$ cat config.mk
export PLATFORM = sky130hd
export DESIGN_NAME = instr_encoder
export DESIGN_NICKNAME = d
export VERILOG_FILES = /design/src/rtl/instr_encoder.sv
export SDC_FILE = /design/constraint.sdc
export NUM_CORES = 1
export LEC_CHECK = 0
export ABC_AREA = 0
export CORE_MARGIN = 10
export CORE_UTILIZATION = 39
export CTS_CLUSTER_DIAMETER = 200
export CTS_CLUSTER_SIZE = 16
export DETAILED_ROUTE_END_ITERATION = 8
export GPL_TIMING_DRIVEN = 0
export PLACE_DENSITY = 0.78
export SLEW_MARGIN = 25
export SYNTH_ARGS = -nofsm -noshare
export SYNTH_HDL_FRONTEND = slang
export SYNTH_SLANG_ARGS = --single-unit
$ cat constraint.sdc
create_clock -name clk -period 1.8 [get_ports clk]
set_clock_uncertainty 0.05 [all_clocks]
set_input_delay 0.45 -clock clk [delete_from_list [all_inputs] [get_ports clk]]
set_output_delay 0.45 -clock clk [all_outputs]
set_load 0.005 [all_outputs]
$ cat src/rtl/instr_encoder.sv
// RV32 field-to-word encoder for R/I/S/SB formats, feeding instruction memory through
// one registered output stage with backpressure and an auto-incrementing word address.
module instr_encoder #(
    parameter int ADDR_W   = 5,
    parameter int ERRCNT_W = 8
) (
    input  logic                clk,
    input  logic                rst_n,
    input  logic                clr,
    input  logic                in_valid,
    output logic                in_ready,
    input  logic [6:0]          in_opcode,
    input  logic [4:0]          in_rd,
    input  logic [4:0]          in_rs1,
    input  logic [4:0]          in_rs2,
    input  logic [2:0]          in_funct3,
    input  logic [6:0]          in_funct7,
    input  logic [31:0]         in_imm,
    output logic                mem_we,
    input  logic                mem_ready,
    output logic [ADDR_W-1:0]   mem_addr,
    output logic [31:0]         mem_wdata,
    output logic                wrap,
    output logic                err,
    output logic [ERRCNT_W-1:0] err_cnt
);

    localparam logic [6:0] OP_R  = 7'b0110011;
    localparam logic [6:0] OP_I  = 7'b0000011;
    localparam logic [6:0] OP_S  = 7'b0100011;
    localparam logic [6:0] OP_SB = 7'b1100011;

    typedef enum logic {EMPTY = 1'b0, FULL = 1'b1} state_e;

    state_e                state_q, state_d;
    logic [ADDR_W-1:0]     mem_addr_q, mem_addr_d;
    logic [31:0]           mem_wdata_q, mem_wdata_d;
    logic                  wrap_q, wrap_d;
    logic                  err_q, err_d;
    logic [ERRCNT_W-1:0]   err_cnt_q, err_cnt_d;

    logic signed [31:0]    imm_s;
    logic                  imm12_ok;
    logic                  imm_sb_ok;
    logic                  enc_ok;
    logic [31:0]           enc_word;
    logic                  accept;
    logic                  write;

    assign imm_s     = in_imm;
    assign imm12_ok  = (imm_s >= -32'sd2048) && (imm_s <= 32'sd2047);
    assign imm_sb_ok = (imm_s >= -32'sd4096) && (imm_s <= 32'sd4094) && !in_imm[0];

    // Reset also gates ready so nothing can be offered while the stage is being cleared.
    assign in_ready = rst_n && !clr && ((state_q == EMPTY) || mem_ready);
    assign accept   = in_valid && in_ready;
    assign write    = (state_q == FULL) && mem_ready;

    always_comb begin
        enc_word = '0;
        enc_ok   = 1'b0;
        case (in_opcode)
            OP_R: begin
                enc_word = {in_funct7, in_rs2, in_rs1, in_funct3, in_rd, in_opcode};
                enc_ok   = 1'b1;
            end
            OP_I: begin
                enc_word = {in_imm[11:0], in_rs1, in_funct3, in_rd, in_opcode};
                enc_ok   = imm12_ok;
            end
            OP_S: begin
                enc_word = {in_imm[11:5], in_rs2, in_rs1, in_funct3, in_imm[4:0], in_opcode};
                enc_ok   = imm12_ok;
            end
            OP_SB: begin
                enc_word = {in_imm[12], in_imm[10:5], in_rs2, in_rs1, in_funct3,
                            in_imm[4:1], in_imm[11], in_opcode};
                enc_ok   = imm_sb_ok;
            end
            default: begin
                enc_word = '0;
                enc_ok   = 1'b0;
            end
        endcase
    end

    // A write retires the current word; a good accept in the same edge refills without a bubble.
    always_comb begin
        state_d     = state_q;
        mem_addr_d  = mem_addr_q;
        mem_wdata_d = mem_wdata_q;
        wrap_d      = wrap_q;
        err_d       = err_q;
        err_cnt_d   = err_cnt_q;

        if (clr) begin
            state_d     = EMPTY;
            mem_addr_d  = '0;
            mem_wdata_d = '0;
            wrap_d      = 1'b0;
            err_d       = 1'b0;
            err_cnt_d   = '0;
        end else begin
            if (write) begin
                state_d    = EMPTY;
                mem_addr_d = mem_addr_q + ADDR_W'(1);
                if (mem_addr_q == '1) begin
                    wrap_d = 1'b1;
                end
            end
            if (accept) begin
                if (enc_ok) begin
                    state_d     = FULL;
                    mem_wdata_d = enc_word;
                end else begin
                    err_d = 1'b1;
                    if (err_cnt_q != '1) begin
                        err_cnt_d = err_cnt_q + ERRCNT_W'(1);
                    end
                end
            end
        end
    end

    always_ff @(posedge clk or negedge rst_n) begin
        if (!rst_n) begin
            state_q     <= EMPTY;
            mem_addr_q  <= '0;
            mem_wdata_q <= '0;
            wrap_q      <= 1'b0;
            err_q       <= 1'b0;
            err_cnt_q   <= '0;
        end else begin
            state_q     <= state_d;
            mem_addr_q  <= mem_addr_d;
            mem_wdata_q <= mem_wdata_d;
            wrap_q      <= wrap_d;
            err_q       <= err_d;
            err_cnt_q   <= err_cnt_d;
        end
    end

    assign mem_we    = (state_q == FULL);
    assign mem_addr  = mem_addr_q;
    assign mem_wdata = mem_wdata_q;
    assign wrap      = wrap_q;
    assign err       = err_q;
    assign err_cnt   = err_cnt_q;

endmodule

## Yosys cells after proc, flatten, opt, wreduce, memory -nomap -nowiden

Cells that the tools add are included.

- Bitwise logic cells: 1
- Add/subtract/negate cells: 2
- Mux-type cells: 21
- Magnitude comparators: 4
- Equality and inequality tests: 7
- Reduce and logical (&&, ||, !) cells: 20

Operator list:

| cell | count |
|---|---|
| one-hot mux 32 bit (4 select lines) | 1 |
| two-way mux 32 bit | 3 |
| >= comparator 32 x 12 -> 1 bit (second input constant) | 1 |
| >= comparator 32 x 13 -> 1 bit (second input constant) | 1 |
| less-or-equal comparator 32 x 12 -> 1 bit (second input constant) | 1 |
| less-or-equal comparator 32 x 13 -> 1 bit (second input constant) | 1 |
| two-way mux 8 bit | 4 |
| equality test 7 x 6 -> 1 bit (second input constant) | 2 |
| two-way mux 1 bit | 10 |
| two-way mux 5 bit | 2 |
| nonzero test 2 bit | 5 |
| adder 8 x 1 -> 8 bit (second input constant) | 1 |
| != test 8 bit (second input constant) | 1 |
| equality test 7 x 2 -> 1 bit (second input constant) | 1 |
| equality test 7 bit (second input constant) | 1 |
| logical AND 1 bit | 7 |
| AND reduction 2 bit | 3 |
| adder 5 x 1 -> 5 bit (second input constant) | 1 |
| equality test 5 bit (second input constant) | 1 |
| one-hot mux 1 bit (3 select lines) | 1 |
| AND reduction 3 bit | 1 |
| zero test 1 bit | 2 |
| != test 2 bit (second input constant) | 1 |
| OR reduction 2 bit | 1 |
| other kinds (2) | 2 |

- Bits in registers: 48

## Depth between registers and ports, before layout

Gate-level depths: netlist (run 1).

- Depth in word-level cells: 7
- Mapped depth: 8

## Worst setup path after synthesis (run 1)

Ideal clock, no wire load.

- Path kind: input to register
- Start point: input in_opcode[6]
- End point: register mem_wdata_q[14] (netlist: mem_wdata[14])
- Path slack: -0.184 ns
- Arrival time: 1.809 ns
- Library setup time: 0.125 ns
- Data required time: 1.625 ns
- Stages: 8
- Cells stage by stage: buf_4 > inv_2 > o41ai_2 > nand4_1 > a21oi_2 > o21ai_2 > buf_6 > mux2_4

- Word-level cells in the longest chain between the ends: 5
- Elaborated cells on any way between the ends: 12
- Those cells by class: eq/ne (4); mux (5); reduce/logical (3)

Ends and longest elaborated chain:

| what | RTL line | text |
|---|---|---|
| start: declaration | 12 | `input logic [6:0] in_opcode,` |
| equality test 7 bit (tied with other cells) | 62 | `case (in_opcode)` |
| one-hot mux 32 bit (4 select lines) or OR reduction 2 bit (tied branches) | n/a |  |
| two-way mux 32 bit or one-hot mux 1 bit (3 select lines) (tied branches) | 112, 62 |  |
| two-way mux 32 bit or nonzero test 2 bit (tied branches) | n/a |  |
| two-way mux 32 bit or AND reduction 2 bit (tied branches) | n/a |  |
| end signal: assignment | 136 | `mem_wdata_q <= mem_wdata_d;` |
| end: declaration | 37 | `logic [31:0] mem_wdata_q, mem_wdata_d;` |

Parallel ways exist; a longest one is shown, timed or not. The select of a mux whose other input is x is not followed.
A chain may end at the register's enable or synchronous reset.

## Worst setup path in the final report (run 1)

- Start point: input in_imm[0]
- End point: register mem_wdata_q[15] (netlist: mem_wdata[15])

- Word-level cells in the longest chain between the ends: 6
- Elaborated cells on any way between the ends: 11
- Those cells by class: order compare (4); mux (1); reduce/logical (6)

Ends and longest elaborated chain:

| what | RTL line | text |
|---|---|---|
| start: declaration | 18 | `input logic [31:0] in_imm,` |
| >= comparator 32 x 13 -> 1 bit or less-or-equal comparator 32 x 13 -> 1 bit (tied branches) | 52 | `assign imm_sb_ok = (imm_s >= -32'sd4096) && (imm_s <= 32'sd4094) && !in_imm[0];` |
| logical AND 1 bit (2 in a row) | 52 |  |
| one-hot mux 1 bit (3 select lines) (*) | 62 |  |
| nonzero test 2 bit (no line) (*) | n/a |  |
| AND reduction 2 bit (no line) (*) | n/a |  |

Every way passes the cells marked *; elsewhere a longest branch is shown, timed or not.

==> results of run 1 <==
critical path, cell delays in order:
cell      delay, ns
buf_8          0.10
nand2b_4       0.14
o41ai_2        0.33
nand4_1        0.18
a21oi_4        0.23
o21ai_4        0.09
buf_8          0.13
buf_12         0.12
mux2_4         0.29
stage by stage:
step	cell area (sq um)	power, uW	cells
6_report	4570	2110	548
3_3_place_gp	4060	1450	516
2_1_floorplan	2770	1220	304
5_1_grt	4570	2210	548
4_1_cts	4390	2110	535
3_5_place_dp	4050	1450	516
cell families (layout without fill, tap and decap cells):
kind of cell	count (synthesis)	after routing
XOR/XNOR	3	3
adder cells (fa/ha/maj)	3	3
buffers and inverters	27	175
AND/OR/NAND/NOR	140	140
flip-flops	48	48
AO/OA/AOI/OAI	50	50
multiplexers	33	33
area by class of cell:
type | instances | area [sq um] | share of cell area
sequential | 48 | 1200 | 0.264
buffer | 20 | 146 | 0.0320
clock buffer | 8 | 90.1 | 0.0197
multi-input combinational | 229 | 1630 | 0.357
inverter | 6 | 25.0 | 0.00547
tap | 96 | 120 | 0.0263
timing repair buffer | 141 | 1350 | 0.296
power by group:
| group | switching [uW] | internal [uW] |
|---|---|---|
| Sequential | 4.95 | 1080 |
| Clock | 349 | 314 |
| Combinational | 167 | 195 |
| Total | 522 | 1590 |
flip-flops by register name, summed over array words and instances (netlist names):
register,cells
err,1
err_cnt,8
mem_addr,5
mem_wdata,32
mem_we,1
wrap,1
Yosys cell counts (6+ instances only):
library cell and instances:
nor2_1 12, nor2b_1 17, dfrtp_1 48, clkbuf_1 15, nor4_1 6, nand4_1 11
nand3_1 7, and3_1 6, a21oi_1 11, mux2i_1 23, mux2_4 6, o21ai_0 12
nand2_1 64
per-layer routing:
metal  vias up  track usage  part of all wire
li1       1368            -                 -
met2       124        0.266              0.49
met3        17       0.0620             0.082
met5         -            0                 0
met4         0       0.0537             0.022
met1      1391        0.179              0.41
final timing paths:
path                                              to  slack [ns]  cells past startpoint
setup / recovery           mem_wdata[15]$_DFFE_PN0P_       -0.15                      9
hold / removal              mem_wdata[0]$_DFFE_PN0P_       -0.05                      1
setup reg to reg              err_cnt[5]$_DFFE_PN0P_        0.06                      6
max in group asynchronous     err_cnt[7]$_DFFE_PN0P_        1.49                      1
min in group clk                     err$_DFFE_PN0P_        0.45                      1
hold reg to reg                      err$_DFFE_PN0P_        0.45                      1
what timing repair did:
action | in CTS | in global routing
cloned | 0 | 1
buffers inserted | 11 | 13
resized for setup | 92 | 56
pin swaps | 16 | 14
endpoints found under the hold margin | 48 | 48
endpoints found under the setup margin | 45 | 49
==> run metrics, run 1 <==
Post-Synth XOR/XNOR Area 0.00949; commonest register cell after synthesis dfrtp_1; drt pass-1 iters 4; simple-gate area share of the yosys netlist 0.247; fraction of layout cells with a size suffix above 1 0.223; ANT nets after route 0; PnR worst setup slack -0.149 ns; clock tree from TritonCTS yes; ys async rst share 1.00; final net count 523; mux cell area share after synthesis 0.132; clk_lat worst skew 0.29 ns; Hold WS -0.0485 ns; Slew HR 0.643; via count 2900; WL/cell 16.9 um; GR Util All Layers 0.159; vias per cell 5.29; initial antenna violation count 0; FP Rows 30; Final period util 1.08; setup TNS -2.32 ns; compound-gate portion of the synthesized area 0.121; Die W between 100 and 150 um; CP Capture Type register; Adder-Cell Fraction of Synth Area 0.0136; syn avg cell area 9.10 sq um; Worst-Margin Slew 0.536 ns; CP max FO 4; vias in the first global route 2979; largest family of logic cells by synthesized area simple AND/OR/NAND/NOR gates; Area contributors post-synth dfrtp_1 (43%), nand2_1 (8.7%), mux2i_1 (8.3%), nor2b_1 (3.8%), mux2_4 (3.3%); Hold/Removal Path Class input pin to async pin; Ys Warns 0; Remaining Overflow, GRT 0; Mapped Area 0.00277 sq mm; Synth Net Count 376; Post-synth EDFFs 0; fin util 0.669; RSZ-0062 raised after global routing true; largest net degree at the start of global routing between 50 and 60; CTS clk-pin slew, worst paths 0.08 ns; status finished with violations; number of diodes 0; Setup crit start in_imm[0]; Yosys top cell area share 0.434; Placer Congestion 0.804; core outline area just under 0.007 sq mm; area grow syn2layout 65.1%; Detail Placement HPWL 6850 um; Detailed Route Iter0 Violations 92; area leader, netlist dfrtp_1; setup violators final 30; Setup CP Type input pin to register; Max clock buf depth 2; cts bufs inserted 5; die area 0.0109 sq mm; worst vdd ir between 0.2 and 0.25 mV; #FFs+latches synth between 40 and 50; failing checks hold timing, setup timing; first-pass GRT wire length 14500 um; IO buf count 116; final hold vios between 40 and 50; max cap viols 0; Setup WS pre-CTS -0.936 ns; sequential area share after synthesis 0.434; critical path arrival between 2 and 2.5 ns; number of remaining DRC errors 0; P_leak between 0.002 and 0.0025 uW; CTS sink cnt 48; initial core utilization 0.405; Slew Viols, Final 0; synthesized instance count 304; most frequent cells in the layout clkdlybuf4s50_1 (82), nand2_1 (64), dfrtp_1 (45); Critical Path RT 1.93 ns; Total Wirelength 9270 um; # H-tree levels 2; Fillers around 540; Pwr per Cell Area between 400 and 500 mW/mm^2; Die Y 104 um; r2r startpoint mem_we$_DFF_PN0_; CTS root buf clkbuf_8; post-route minimum period 1.95 ns; Startpoint Class input pin; post-synth cell types 44; max frequency about 510 MHz; Top-Level Pins 118; commonest non-fill, non-tap cell in the layout clkdlybuf4s50_1
No activity file was read; power rests on OpenSTA's default activity.
==> run 2: changes to the inputs <==
--- a/config.mk
+++ b/config.mk
@@ -6,12 +6,12 @@
 export NUM_CORES = 1
 export LEC_CHECK = 0
 export ABC_AREA = 0
-export CORE_MARGIN = 10
 export CORE_UTILIZATION = 39
-export CTS_CLUSTER_DIAMETER = 200
+export CTS_CLUSTER_DIAMETER = 150
 export CTS_CLUSTER_SIZE = 16
 export DETAILED_ROUTE_END_ITERATION = 8
 export GPL_TIMING_DRIVEN = 0
+export HOLD_SLACK_MARGIN = 0.15
 export PLACE_DENSITY = 0.78
 export SLEW_MARGIN = 25
 export SYNTH_ARGS = -nofsm -noshare
==> run metrics, run 2 (synthesized netlist as in run 1, its figures left out) <==
Hold WS -0.0533 ns (was -0.0485 ns); CTS clk-pin slew, worst paths 0.09 ns (was 0.08 ns); placed cell area 0.00405 sq mm (unchanged); CP Capture Type register (unchanged); vias in the first global route 2865 (was 2979); max cap viols 0 (unchanged); RSZ-0062 raised after global routing true (unchanged); Slew Viols, Final 0 (unchanged); number of diodes 0 (unchanged); Worst-Margin Slew 0.565 ns (was 0.536 ns); area grow syn2layout 65.8% (was 65.1%); Clk pwr share 0.316 (was 0.314); Detail Placement HPWL 5890 um (was 6850 um); Die Y 86.2 um (was 104 um); Critical Path RT 1.94 ns (was 1.93 ns); commonest non-fill, non-tap cell in the layout clkdlybuf4s50_1 (unchanged); max frequency 502 MHz (was 513 MHz); core outline area 0.00683 sq mm (unchanged); status finished with violations (unchanged); Detailed Route Iter0 Violations 71 (was 92); final net count 519 (was 523); die area 0.00744 sq mm (was 0.0109 sq mm); Pwr per Cell Area 460 mW/mm^2 (was 462 mW/mm^2); Die W 86.2 um (was 104 um); r2r startpoint err_cnt[0]$_DFFE_PN0P_ (was mem_we$_DFF_PN0_); most frequent cells in the layout clkdlybuf4s50_1 (82), nand2_1 (64), dfrtp_1 (43) (was clkdlybuf4s50_1 (82), nand2_1 (64), dfrtp_1 (45)); power share of the sequential group 0.516 (was 0.515); clock tree from TritonCTS yes (unchanged); Remaining Overflow, GRT 0 (unchanged); Comb pwr share 0.168 (was 0.172); Critical Path Slowest Stage Cell and4_2 (was o41ai_2); FP Rows 30 (unchanged); largest net degree at the start of global routing 52 (unchanged); PnR worst setup slack -0.192 ns (was -0.149 ns); post-route minimum period 1.99 ns (was 1.95 ns); Startpoint Class input pin (unchanged); placed cells 516 (unchanged); FF-to-FF setup slack -0.05 ns (was 0.06 ns); design area 0.00459 sq mm (was 0.00457 sq mm); crit path cell chain buf_6, buf_4, nor3_1, and4_2, buf_2, nor3b_2, mux2_1 (was buf_8, nand2b_4, o41ai_2, nand4_1, a21oi_4, o21ai_4, buf_8, buf_12, mux2_4); worst vdd ir 0.224 mV (was 0.230 mV); fraction of layout cells with a size suffix above 1 0.228 (was 0.223); Max clock buf depth 2 (unchanged); final cell count without fillers 544 (was 548); Total Wirelength 8520 um (was 9270 um); Slew HR 0.623 (was 0.643); Top-Level Pins 118 (unchanged); CTS sink cnt 48 (unchanged); critical path arrival 2.13 ns (was 2.08 ns); r2r worst-path depth 7 (was 6); NetSw 524 uW (was 522 uW); post-layout power 2110 uW (about the same); IO buf count 116 (unchanged); Crit path largest cell delay 0.40 ns (was 0.33 ns); GR Util All Layers 0.222 (was 0.159); max reg flops 32 (unchanged); cell-internal power 1590 uW (about the same); switch share 0.249 (was 0.247); ANT nets after route 0 (unchanged); failing checks hold timing, setup timing (unchanged); crit path to err_cnt[5]$_DFFE_PN0P_ (was mem_wdata[15]$_DFFE_PN0P_); # H-tree levels 2 (unchanged); first-pass GRT wire length 13100 um (was 14500 um); Setup CP Type input pin to register (unchanged); Setup crit start in_opcode[2] (was in_imm[0]); reg-to-reg critical path endpoint err_cnt[4]$_DFFE_PN0P_ (was err_cnt[5]$_DFFE_PN0P_); CP max FO 10 (was 4); Hold/Removal Path Class input pin to async pin (unchanged); vias per cell 5.33 (was 5.29); initial antenna violation count 0 (unchanged); clk_lat worst skew 0.30 ns (was 0.29 ns); cts bufs inserted 5 (unchanged); setup violators final 38 (was 30); Placer Congestion 0.869 (was 0.804); Final period util 1.11 (was 1.08); CTS root buf clkbuf_8 (unchanged); final hold vios 48 (unchanged); P_leak 0.00207 uW (was 0.00209 uW); via count 2897 (was 2900); initial core utilization 0.405 (unchanged); number of remaining DRC errors 0 (unchanged); drt pass-1 iters 4 (unchanged); WL/cell 15.7 um (was 16.9 um)
## run 2: cell count changes in the layout (fill, tap and decap cells not counted), moves of 2 or more
cell             delta
buf_4               -9
buf_6               +5
clkbuf_4            -2
clkdlybuf4s15_1     -3
dfrtp_1             -2
dfrtp_2             +2
dlygate4sd2_1       +2
o21ai_2             -2
o311ai_0            -2
o311ai_2            +2
## run 2: cell type report
| cell class | instances | area (sq um) |
|---|---|---|
| well taps | 96 | 120 |
| multi-input cells | 229 | 1670 |
| repair buffers | 137 | 1330 |
| clock buffers | 8 | 90.1 |
| flip-flops and latches | 48 | 1210 |
| fillers | 572 | 2240 |
| plain buffers | 20 | 146 |
| inverters | 6 | 25.0 |
## run 2: worst min path at each step
stage	startpoint	end	cells past startpoint
final	rst_n	mem_wdata[7]$_DFFE_PN0P_	1
after global routing	rst_n	mem_wdata[1]$_DFFE_PN0P_	1
after detailed placement	err$_DFFE_PN0P_	err$_DFFE_PN0P_	1
after global placement	err$_DFFE_PN0P_	err$_DFFE_PN0P_	1
after CTS	rst_n	mem_wdata[7]$_DFFE_PN0P_	1
after floorplan	rst_n	err$_DFFE_PN0P_	0
## run 2: power by group through the flow
stage | Sequential [uW] | Combinational, uW | Clock [uW]
after floorplan | 1110 | 114 | 0
after global placement | 1110 | 337 | 0
after detailed placement | 1110 | 342 | 0
after CTS | 1090 | 341 | 678
after global routing | 1090 | 387 | 718
final | 1090 | 354 | 666
## run 2: critical path: cells and delay by family
kind | cells | cell delay (ns)
buffers and inverters | 3 | 0.56
and+or+nand+nor | 3 | 0.80
muxes | 1 | 0.32
## run 2: layer usage
metal | track usage | routed length, um | vias up
met3 | 0.0467 | 563 | 17
met2 | 0.393 | 4410 | 133
met4 | 0.0909 | 197 | 0
li1 | - | - | 1367
met5 | 0 | 0 | -
met1 | 0.261 | 3350 | 1380
## run 2: per-stage QoR
step | util | TNS [ns] | worst slack (ns)
CTS | 0.638 | -6.98 | -0.267
detailed placement | 0.593 | -34.31 | -0.917
finish | 0.672 | -2.95 | -0.192
global route | 0.672 | -6.14 | -0.261
floorplan | - | -1.95 | -0.152
global placement | 0.594 | -146.54 | -2.25
## run 2: what timing repair did
action,in CTS,in global routing
setup buffers,11,9
setup endpoints to repair,44,48
gates cloned,0,1
endpoints found under the hold margin,48,48
pin swaps,18,19
resized for setup,89,70
==> run 3: changes to the inputs <==
--- a/config.mk
+++ b/config.mk
@@ -13,7 +13,7 @@
 export GPL_TIMING_DRIVEN = 0
 export HOLD_SLACK_MARGIN = 0.15
 export PLACE_DENSITY = 0.78
-export SLEW_MARGIN = 25
+export SLEW_MARGIN = 20
 export SYNTH_ARGS = -nofsm -noshare
 export SYNTH_HDL_FRONTEND = slang
 export SYNTH_SLANG_ARGS = --single-unit
==> run metrics, run 3 (synthesized netlist as in run 1, its figures left out) <==
Comb pwr share 0.181 (was 0.168); setup TNS -5.32 ns (was -2.95 ns); Total Wirelength 9420 um (was 8520 um); post-route minimum period 2.01 ns (was 1.99 ns); P_leak 0.00217 uW (was 0.00207 uW); Pwr per Cell Area 449 mW/mm^2 (was 460 mW/mm^2); Clk pwr share 0.310 (was 0.316); Setup CP Type input pin to register (unchanged); crit path cell chain clkdlybuf4s15_1, nor4_2, and3_1, nand4_1, a21oi_4, o21ai_4, buf_8, buf_12, mux2_4 (was buf_6, buf_4, nor3_1, and4_2, buf_2, nor3b_2, mux2_1); critical path arrival 2.14 ns (was 2.13 ns); Slew HR 0.626 (was 0.623); Top-Level Pins 118 (unchanged); Final period util 1.12 (was 1.11); Critical Path Slowest Stage Cell mux2_4 (was and4_2); number of remaining DRC errors 0 (unchanged); RSZ-0062 raised after global routing true (unchanged); switch share 0.249 (about the same); CTS clk-pin slew, worst paths 0.08 ns (was 0.09 ns); vias in the first global route 2926 (was 2865); area grow syn2layout 72.2% (was 65.8%); initial antenna violation count 0 (unchanged); worst vdd ir 0.253 mV (was 0.224 mV); commonest non-fill, non-tap cell in the layout clkdlybuf4s50_1 (unchanged); Remaining Overflow, GRT 0 (unchanged); FP Rows 30 (unchanged); max frequency 497 MHz (was 502 MHz); clock tree from TritonCTS yes (unchanged); ANT nets after route 0 (unchanged); largest net degree at the start of global routing 22 (was 52); final net count 535 (was 519); Detail Placement HPWL 6050 um (was 5890 um); via count 2989 (was 2897); Max clock buf depth 2 (unchanged); CP max FO 4 (was 10); IO buf count 116 (unchanged); initial core utilization 0.405 (unchanged); # H-tree levels 2 (unchanged); fin util 0.698 (was 0.672); power share of the sequential group 0.509 (was 0.516); PnR worst setup slack -0.212 ns (was -0.192 ns); core outline area 0.00683 sq mm (unchanged); vias per cell 5.34 (was 5.33); Die Y 86.2 um (unchanged); number of diodes 0 (unchanged); Crit path largest cell delay 0.29 ns (was 0.40 ns); Startpoint Class input pin (unchanged); first-pass GRT wire length 13500 um (was 13100 um); CTS root buf clkbuf_8 (unchanged); fraction of layout cells with a size suffix above 1 0.239 (was 0.228); Slew Viols, Final 0 (unchanged); Worst-Margin Slew 0.559 ns (was 0.565 ns); clk_lat worst skew 0.30 ns (about the same); Detailed Route Iter0 Violations 108 (was 71); GR Util All Layers 0.233 (was 0.222); CTS sink cnt 48 (unchanged); status finished with violations (unchanged); Die W 86.2 um (unchanged); CP Capture Type register (unchanged); post-layout power 2140 uW (was 2110 uW); cts bufs inserted 5 (unchanged); NetSw 534 uW (was 524 uW); Hold/Removal Path Class input pin to async pin (unchanged); most frequent cells in the layout clkdlybuf4s50_1 (83), nand2_1 (64), dfrtp_1 (43) (was clkdlybuf4s50_1 (82), nand2_1 (64), dfrtp_1 (43)); drt pass-1 iters 4 (unchanged); die area 0.00744 sq mm (unchanged); failing checks setup timing (was hold timing, setup timing); max cap viols 0 (unchanged); final hold vios 0 (was 48); WL/cell 16.8 um (was 15.7 um); max reg flops 32 (unchanged); cell-internal power 1610 uW (was 1590 uW); Placer Congestion 0.869 (unchanged); Critical Path RT 1.93 ns (was 1.94 ns); setup violators final 40 (was 38)
[run 3: cell type report]
cell class                 count  area, sq um
multi-input combinational    229         1660
inverter                       6         25.0
sequential                    48         1210
clock buffer                   8         90.1
tap                           96          120
fill                         555         2060
buffer                        21          154
timing repair buffer         152         1510
[run 3: per-stage QoR]
stage	setup slack (ns)	hold slack, ns	cell area, sq um	cells
6_report	-0.212	0.147	4770	560
5_1_grt	-0.271	0.186	4770	560
4_1_cts	-0.290	0.459	4410	539
3_5_place_dp	-0.923	0.414	4070	517
3_3_place_gp	-2.25	0.427	4060	516
2_1_floorplan	-0.152	0.104	2770	304
[run 3: what timing repair did]
action	4_1_cts	5_1_grt
buffers inserted	10	20
cloned	1	1
hold buffers	3	0
gates resized for setup	84	74
endpoints found under the hold margin	21	0
setup endpoints to repair	44	50
pin swaps	17	23
[run 3: worst paths after layout]
kind,startpoint,to,slack [ns],depth (start not counted)
setup / recovery,in_imm[29],mem_wdata[19]$_DFFE_PN0P_,-0.21,9
hold / removal,rst_n,mem_wdata[7]$_DFFE_PN0P_,0.15,2
setup reg to reg,err_cnt[1]$_DFFE_PN0P_,err_cnt[4]$_DFFE_PN0P_,-0.03,8
hold reg to reg,err$_DFFE_PN0P_,err$_DFFE_PN0P_,0.46,1
max in group asynchronous,rst_n,err_cnt[2]$_DFFE_PN0P_,0.59,3
min in group clk,err$_DFFE_PN0P_,err$_DFFE_PN0P_,0.46,1
[run 3: power groups by stage]
stage          clock (uW)  combinational [uW]  sequential, uW
2_1_floorplan           0                 114            1110
3_3_place_gp            0                 337            1110
3_5_place_dp            0                 349            1110
4_1_cts               674                 358            1090
5_1_grt               718                 418            1090
6_report              663                 387            1090
[run 3: layer usage]
layer  wire length [um]  vias to the layer above  track usage
met3                550                       29       0.0505
met1               3690                     1435        0.276
met5                  0                        -            0
li1                   -                     1397            -
met2               4880                      128        0.413
met4                295                        0       0.0864
[run 3: critical path, delay by kind of cell]
| family | cells | cell delay, ns |
|---|---|---|
| muxes | 1 | 0.29 |
| AOI/OAI and AO/OA | 2 | 0.33 |
| and+or+nand+nor | 3 | 0.60 |
| buffers and inverters | 3 | 0.46 |
